`src/rtl/board_pkg.sv`:
```
// Shared constants, types and palette for the board row server.
// BOARD_PALETTE_EN: store 3-bit piece IDs and map them through PALETTE on read.
package board_pkg;
    localparam int BOARD_W = 10;
    localparam int BOARD_H = 20;
    localparam int CELL_W  = 16;
    localparam int NCELLS  = BOARD_W * BOARD_H;
    localparam int ADDR_W  = 8;
`ifdef BOARD_PALETTE_EN
    localparam int RAM_W   = 3;
    localparam int RD_LAT  = 2;
`else
    localparam int RAM_W   = CELL_W;
    localparam int RD_LAT  = 1;
`endif
    localparam int CNT_W   = $clog2(BOARD_W + RD_LAT + 1);

    typedef logic [CELL_W-1:0] cell_t;
    typedef enum logic [1:0] {IDLE, FETCH, CLEAR} srv_state_t;

    localparam cell_t PALETTE [8] = '{16'h0000, 16'h0F00, 16'h00F0, 16'h000F,
                                      16'h0FF0, 16'h0F0F, 16'h00FF, 16'h0FFF};

    function automatic cell_t pal_map(input logic [2:0] id);
        return PALETTE[id];
    endfunction
endpackage

```
`src/rtl/board_row_if.sv`:
```
// Row-fetch, cell-write and clear signals between the game/display side and the board server.
interface board_row_if;
    import board_pkg::*;
    logic        LD_Row;
    logic [7:0]  rowNum;
    cell_t       Row [BOARD_W];
    logic        rowReady;
    logic        wr_en;
    logic [3:0]  wr_x;
    logic [4:0]  wr_y;
    cell_t       wr_data;
    logic        clear_req;
    logic        busy;

    modport master (output LD_Row, rowNum, wr_en, wr_x, wr_y, wr_data, clear_req,
                    input  Row, rowReady, busy);
    modport slave  (input  LD_Row, rowNum, wr_en, wr_x, wr_y, wr_data, clear_req,
                    output Row, rowReady, busy);
endinterface

```
`src/rtl/board_ram.sv`:
```
// Simple dual-port synchronous RAM, one write and one read port, read-before-write.
module board_ram #(
    parameter int DW    = 16,
    parameter int DEPTH = 200,
    parameter int AW    = 8
) (
    input  logic          Clk,
    input  logic          we,
    input  logic [AW-1:0] wa,
    input  logic [DW-1:0] wd,
    input  logic          re,
    input  logic [AW-1:0] ra,
    output logic [DW-1:0] rd
);
    logic [DW-1:0] mem [DEPTH];

    always_ff @(posedge Clk) begin
        if (we) mem[wa] <= wd;
        if (re) rd <= mem[ra];
    end
endmodule

```
`src/rtl/board_row_server.sv`:
```
// Board row server: holds the playfield, serves double-buffered row reads, cell writes, clear.
// BOARD_PALETTE_EN adds a palette lookup stage on the read path.
module board_row_server
    import board_pkg::*;
(
    input  logic      Clk,
    input  logic      reset_n,
    board_row_if.slave rif
);
    srv_state_t          state;
    logic                pending, clr_q, clr_susp, busy_q, ready_q;
    logic [7:0]          req_row, cur_row;
    logic [ADDR_W-1:0]   clr_addr;
    logic [CNT_W-1:0]    cnt, fill_idx;
    logic [RD_LAT:1]     vld_pipe;
    cell_t               shadow [BOARD_W];
    cell_t               shadow_nx [BOARD_W];
    cell_t               row_q [BOARD_W];
    cell_t               cell_d, fill_val;
    logic                row_ok, slot_vld, rd_en, done, take_req, clr_take;
    logic                game_we, ram_we;
    logic [ADDR_W-1:0]   rd_addr, ram_wa;
    logic [RAM_W-1:0]    ram_wd, rd_data;

    assign row_ok   = cur_row < 8'(BOARD_H);
    assign slot_vld = (state == FETCH) && (cnt < CNT_W'(BOARD_W));
    assign rd_en    = slot_vld && row_ok;
    assign rd_addr  = ADDR_W'(16'(cur_row) * 16'(BOARD_W) + 16'(cnt));
    assign done     = (state == FETCH) && (cnt == CNT_W'(BOARD_W + RD_LAT - 1));
    assign fill_idx = cnt - CNT_W'(RD_LAT);
    assign fill_val = row_ok ? cell_d : '0;

    // A waiting request is taken on any transition into FETCH; a suspended clear resumes first.
    assign take_req = pending && ((state == IDLE) || (state == CLEAR) || (done && !clr_susp));
    assign clr_take = (state == IDLE) && !pending && clr_q;

    assign game_we = rif.wr_en && !busy_q && (rif.wr_x < 4'(BOARD_W)) && (rif.wr_y < 5'(BOARD_H));
    assign ram_we  = (state == CLEAR) || game_we;
    assign ram_wa  = (state == CLEAR) ? clr_addr
                                      : ADDR_W'(8'(rif.wr_y) * 8'(BOARD_W) + 8'(rif.wr_x));
    assign ram_wd  = (state == CLEAR) ? '0 : rif.wr_data[RAM_W-1:0];

    board_ram #(.DW(RAM_W), .DEPTH(NCELLS), .AW(ADDR_W)) u_ram (
        .Clk (Clk),
        .we  (ram_we),
        .wa  (ram_wa),
        .wd  (ram_wd),
        .re  (rd_en),
        .ra  (rd_addr),
        .rd  (rd_data)
    );

`ifdef BOARD_PALETTE_EN
    cell_t pal_q;
    always_ff @(posedge Clk) pal_q <= pal_map(rd_data);
    assign cell_d = pal_q;
`else
    assign cell_d = rd_data;
`endif

    always_comb begin
        shadow_nx = shadow;
        if (vld_pipe[RD_LAT]) shadow_nx[fill_idx] = fill_val;
    end

    always_ff @(posedge Clk) shadow <= shadow_nx;

    always_ff @(posedge Clk) begin
        if (!reset_n) begin
            state    <= IDLE;
            pending  <= 1'b0;
            clr_q    <= 1'b0;
            clr_susp <= 1'b0;
            busy_q   <= 1'b0;
            ready_q  <= 1'b0;
            req_row  <= '0;
            cur_row  <= '0;
            clr_addr <= '0;
            cnt      <= '0;
            vld_pipe <= '0;
            for (int i = 0; i < BOARD_W; i++) row_q[i] <= '0;
        end else begin
            ready_q  <= 1'b0;
            vld_pipe <= (vld_pipe << 1) | RD_LAT'(slot_vld);
            pending  <= rif.LD_Row | (pending & ~take_req);
            clr_q    <= ~clr_take & (clr_q | (rif.clear_req & ~busy_q));
            if (rif.LD_Row) req_row <= rif.rowNum;

            case (state)
                IDLE: begin
                    if (pending) state <= FETCH;
                    else if (clr_q) begin
                        state    <= CLEAR;
                        clr_addr <= '0;
                        busy_q   <= 1'b1;
                    end
                end
                FETCH: begin
                    if (done) begin
                        row_q   <= shadow_nx;
                        ready_q <= 1'b1;
                        if (clr_susp) begin
                            state    <= CLEAR;
                            clr_susp <= 1'b0;
                        end else if (pending) state <= FETCH;
                        else state <= IDLE;
                    end else cnt <= cnt + 1'b1;
                end
                CLEAR: begin
                    if (clr_addr == ADDR_W'(NCELLS - 1)) begin
                        busy_q <= 1'b0;
                        state  <= pending ? FETCH : IDLE;
                    end else begin
                        clr_addr <= clr_addr + 1'b1;
                        if (pending) begin
                            clr_susp <= 1'b1;
                            state    <= FETCH;
                        end
                    end
                end
                default: state <= IDLE;
            endcase

            if (take_req) begin
                cur_row <= req_row;
                cnt     <= '0;
            end
        end
    end

    assign rif.Row      = row_q;
    assign rif.rowReady = ready_q;
    assign rif.busy     = busy_q;
endmodule

```
`src/flat_wrapper.sv`:
```
// flat-port wrapper written by rule: the top's interface ports become plain ports
module board_row_server_flat import board_pkg::*;
  (Clk, reset_n, rif_LD_Row, rif_rowNum, rif_wr_en, rif_wr_x, rif_wr_y, rif_wr_data, rif_clear_req, rif_Row, rif_rowReady, rif_busy);
  board_row_if rif_i ();
  input  logic Clk;
  input  logic reset_n;
  input wire logic [$bits(rif_i.LD_Row)-1:0] rif_LD_Row;
  input wire logic [$bits(rif_i.rowNum)-1:0] rif_rowNum;
  input wire logic [$bits(rif_i.wr_en)-1:0] rif_wr_en;
  input wire logic [$bits(rif_i.wr_x)-1:0] rif_wr_x;
  input wire logic [$bits(rif_i.wr_y)-1:0] rif_wr_y;
  input wire logic [$bits(rif_i.wr_data)-1:0] rif_wr_data;
  input wire logic [$bits(rif_i.clear_req)-1:0] rif_clear_req;
  output wire logic [$bits(rif_i.Row)-1:0] rif_Row;
  output wire logic [$bits(rif_i.rowReady)-1:0] rif_rowReady;
  output wire logic [$bits(rif_i.busy)-1:0] rif_busy;
  assign rif_i.LD_Row = rif_LD_Row;
  assign rif_i.rowNum = rif_rowNum;
  assign rif_i.wr_en = rif_wr_en;
  assign rif_i.wr_x = rif_wr_x;
  assign rif_i.wr_y = rif_wr_y;
  assign rif_i.wr_data = rif_wr_data;
  assign rif_i.clear_req = rif_clear_req;
  assign rif_Row = {>>{rif_i.Row}};
  assign rif_rowReady = rif_i.rowReady;
  assign rif_busy = rif_i.busy;
  board_row_server u_core (.Clk(Clk), .reset_n(reset_n), .rif(rif_i));
endmodule
```
`config.mk`:
```
export PLATFORM = sky130hd
export DESIGN_NAME = board_row_server_flat
export DESIGN_NICKNAME = d
export VERILOG_FILES = /design/src/rtl/board_pkg.sv /design/src/rtl/board_row_if.sv /design/src/rtl/board_ram.sv /design/src/rtl/board_row_server.sv /design/src/flat_wrapper.sv
export SDC_FILE = /design/constraint.sdc
export NUM_CORES = 2
export LEC_CHECK = 0
export BUFFER_PORTS_ARGS = -buffer_cell sky130_fd_sc_hd__buf_2
export CAP_MARGIN = 20
export CORE_MARGIN = 2
export CORE_UTILIZATION = 57
export CTS_CLUSTER_DIAMETER = 100
export DETAILED_ROUTE_END_ITERATION = 8
export PLACE_DENSITY = 0.73
export SYNTH_ARGS = -nofsm -noshare
export SYNTH_HDL_FRONTEND = slang
export SYNTH_SLANG_ARGS = --single-unit
```
`constraint.sdc`:
```
create_clock -name Clk -period 6.02 [get_ports Clk]
set_clock_uncertainty 0.05 [all_clocks]
set_input_delay 0.301 -clock Clk [delete_from_list [all_inputs] [get_ports Clk]]
set_output_delay 0.301 -clock Clk [all_outputs]
set_load 0.05 [all_outputs]
```
==> metrics.cfg <==
[final_layout]
syn_to_final_growth_pct = 12.5
finish.utilization_pct = 64.5
design_area_um2 = 155000
final_nets = 7155
drive_above_1_share_pct = 28.7
num-fill-cells = 15400

[drt]
ant_nets = 0
firstDrtPassIters = 6
routedWlPerCell_um = 33.0
via_per_inst = 6.66
wl_um = 348000
via_count = 70200
drt_iter0_drc = 10500
drc = 0

[sta]
tns_ns = 0
finalCritPeriodShare_pct = 87.3
tightest_slew_ns = 1.60
setup_viol = 0
rsz0062_at_grt = no
max_freq_mhz = 190
final-hold-violation-count = 1
hold_slack_ns = -0.0174
min_period_ns = 5.25
final_max_slew_viol_count = 113
relSlewSlack_pct = -6.85

[global_routing]
grt_overflow = 0
grt_pass1_wl_um = 496000
grt_max_degree = 201
grt.total_usage_pct = 28.1
antenna_found_initial = 18
grt_pass1_vias = 68500

[floorplanning]
coreArea_um2 = 241000
die_w_um = 496
die_h_um = 496
start_util_pct = 57.4
dieArea_um2 = 246000
fp-row-count = 180
io_pins = 200

[worst_setup_path]
end_kind = flip-flop
slowest_stage = fa_4
rrSetupSlack_ns = 0.77
cpMostUsedCell = mux4_2
r2r-start = u_core.cnt[1]
slowest_delay_ns = 1.26
worstReg2RegEnd = u_core.u_ram.rd[6]
cp_data_required_time_ns = 6.65
cp.arrival_ns = 5.88
crit_type = reg -> reg
critical_path_peak_fanout = 36
startpoint_type = flip-flop
cp_cell_sequence = ha_4, fa_4, buf_4, mux4_2, mux2i_1, mux4_2, nor2_1, a211oi_1, nor4_2
reg2reg_depth = 9

[worst_hold_path]
min_to = u_core.u_ram.mem[153][6]
hold_path.class = in -> reg
min_from = rif_wr_data[6]
holdPathStages = 3

[synthesis]
synth_top_family_by_area = multiplexers
yosysUniqueCellTypes = 73
syn_area_per_cell_um2 = 21.0
synth-edff-count = 3216
synthCells = 6579
synth_mux_area_share_pct = 16.4
yosysWarnings = 0
synth_simple_gate_area_share_pct = 3.13
synthXorXnorAreaFrac_pct = 0.176
synthArstFlopShare_pct = 0
synthTopCellsByArea = edfxtp_1, mux4_2, dfxtp_1, mux2_2, mux2i_1
synth_compound_area_share_pct = 3.24
synth-main-ff-cell = edfxtp_1
synth_seq_cells = 3572
seq_area_frac_synth_pct = 75.1
synth_area_um2 = 138000
yosysTopAreaCellShare_pct = 69.9
synth_top_cell_by_area = edfxtp_1
synthAdderAreaFrac_pct = 0.294
synth_nets = 6647

[clock_network]
clk_pin_slew_worst_paths_ns = 0.06
cts_tree = yes
clock-sinks = 3572
clk_latency_ns = 1.00
numCtsBuffers = 360
h-tree-depth = 5
clockRootBuffer = clkbuf_16
cts_resized = 0
post-cts-setup-buffers = 0
clockBufferDepth = 4

[status]
violations = hold timing, slew limit
status = complete, but fails checks

[power]
ir_drop_uv = 311
p_per_area_nw_per_um2 = 350
leakage_uw = 0.0513

[place]
port_buffers = 199
place_area_um2 = 144000
gp_congestion = 0.878
hpwl_um = 200000

[job]
drv_cap = 0

[kinds of logic after synthesis]
family,count (synthesis)
xor+xnor,22
mux,1187
fa+ha+maj,30
compound gates,523
flops,3572
simple gates,804
buf+inv,441
[metrics by stage]
step / power, uW / std cells / setup slack (ns)
after floorplan: 31900 / 6579 / 1.36
after global placement: 33700 / 9875 / 0.954
after detailed placement: 33800 / 9881 / 0.943
after CTS: 54500 / 10500 / 0.924
after global routing: 55700 / 10500 / 0.687
final: 54400 / 10500 / 0.767
[cell type report]
class / count / area, um2 / area share (%)
sequential: 3572 / 104000 / 66.7
clock buffer: 443 / 9540 / 6.14
antenna: 4 / 10.0 / 0.00644
clock inverter: 181 / 1360 / 0.874
inverter: 13 / 48.8 / 0.0314
multi-input combinational: 2566 / 32300 / 20.8
timing repair buffer: 574 / 4430 / 2.85
tap: 3185 / 3990 / 2.56
[cells in the final DEF, fill, tap and decap left out, types with 33 or more instances in the layout]
| cell type | n |
|---|---|
| a2111oi_0 | 49 |
| a211oi_1 | 180 |
| and2_1 | 38 |
| and3_1 | 132 |
| buf_12 | 39 |
| buf_2 | 199 |
| buf_4 | 304 |
| clkbuf_1 | 65 |
| clkbuf_16 | 365 |
| clkinv_1 | 81 |
| clkinv_2 | 53 |
| dfxtp_1 | 355 |
| edfxtp_1 | 3216 |
| mux2_2 | 160 |
| mux2i_1 | 179 |
| mux4_2 | 848 |
| nand2b_1 | 164 |
| nor2_1 | 288 |
| o211a_1 | 161 |
| o41a_1 | 33 |
[how the worst max path moves through the flow]
stage / from / endpoint / depth (start not counted)
2_1_floorplan: u_core.state[0] / u_core.u_ram.mem[0][0] / 6
3_3_place_gp: u_core.cnt[1] / u_core.u_ram.rd[6] / 9
3_5_place_dp: u_core.cnt[1] / u_core.u_ram.rd[6] / 9
4_1_cts: u_core.cnt[1] / u_core.u_ram.rd[6] / 9
5_1_grt: u_core.cnt[1] / u_core.u_ram.rd[6] / 9
6_report: u_core.cnt[1] / u_core.u_ram.rd[6] / 9
[cell usage after synthesis, types with 128 or more instances]
cell / n
buf_2: 128
edfxtp_1: 3216
nor2_1: 290
and3_1: 132
a211oi_1: 180
mux4_2: 848
mux2_2: 160
nand2b_1: 164
mux2i_1: 179
clkbuf_1: 197
o211a_1: 161
dfxtp_1: 356
[where the power goes]
group	internal, uW	total (uW)	switching, uW
clock	11900	21000	9080
combinational	1720	5240	3520
sequential	28000	28100	113
total	41700	54400	12700
[metal layers]
metal	up-vias	part of all wire, %	GRT usage (%)
li1	28300	-	-
met1	36700	37	39.9
met2	4563	47	42.9
met3	680	12	7.10
met4	8	4.0	10.5
met5	-	0.014	0
[state kept, by name (all words and copies together) (netlist names), 2 cells and up]
register	count
u_core.rif.Row	160
u_core.clr_addr	8
u_core.u_ram.mem	3200
u_core.shadow	160
u_core.cur_row	8
u_core.cnt	4
u_core.req_row	8
u_core.state	2
u_core.u_ram.rd	16
[worst max-delay path: cells and delay by family (launching register included)]
family / cells / cell delay, ns
buf+inv: 1 / 0.48
compound gates: 1 / 0.86
simple gates: 2 / 0.17
flops: 1 / 0.44
mux: 3 / 1.38
fa+ha+maj: 2 / 1.50
[what timing repair did]
| item | 4_1_cts | 5_1_grt |
|---|---|---|
| hold buffers | 20 | 3 |
| setup endpoints to repair | 0 | 0 |
| endpoints found under the hold margin | 100 | 70 |
Note: power is estimated with default switching activity, not from simulation.
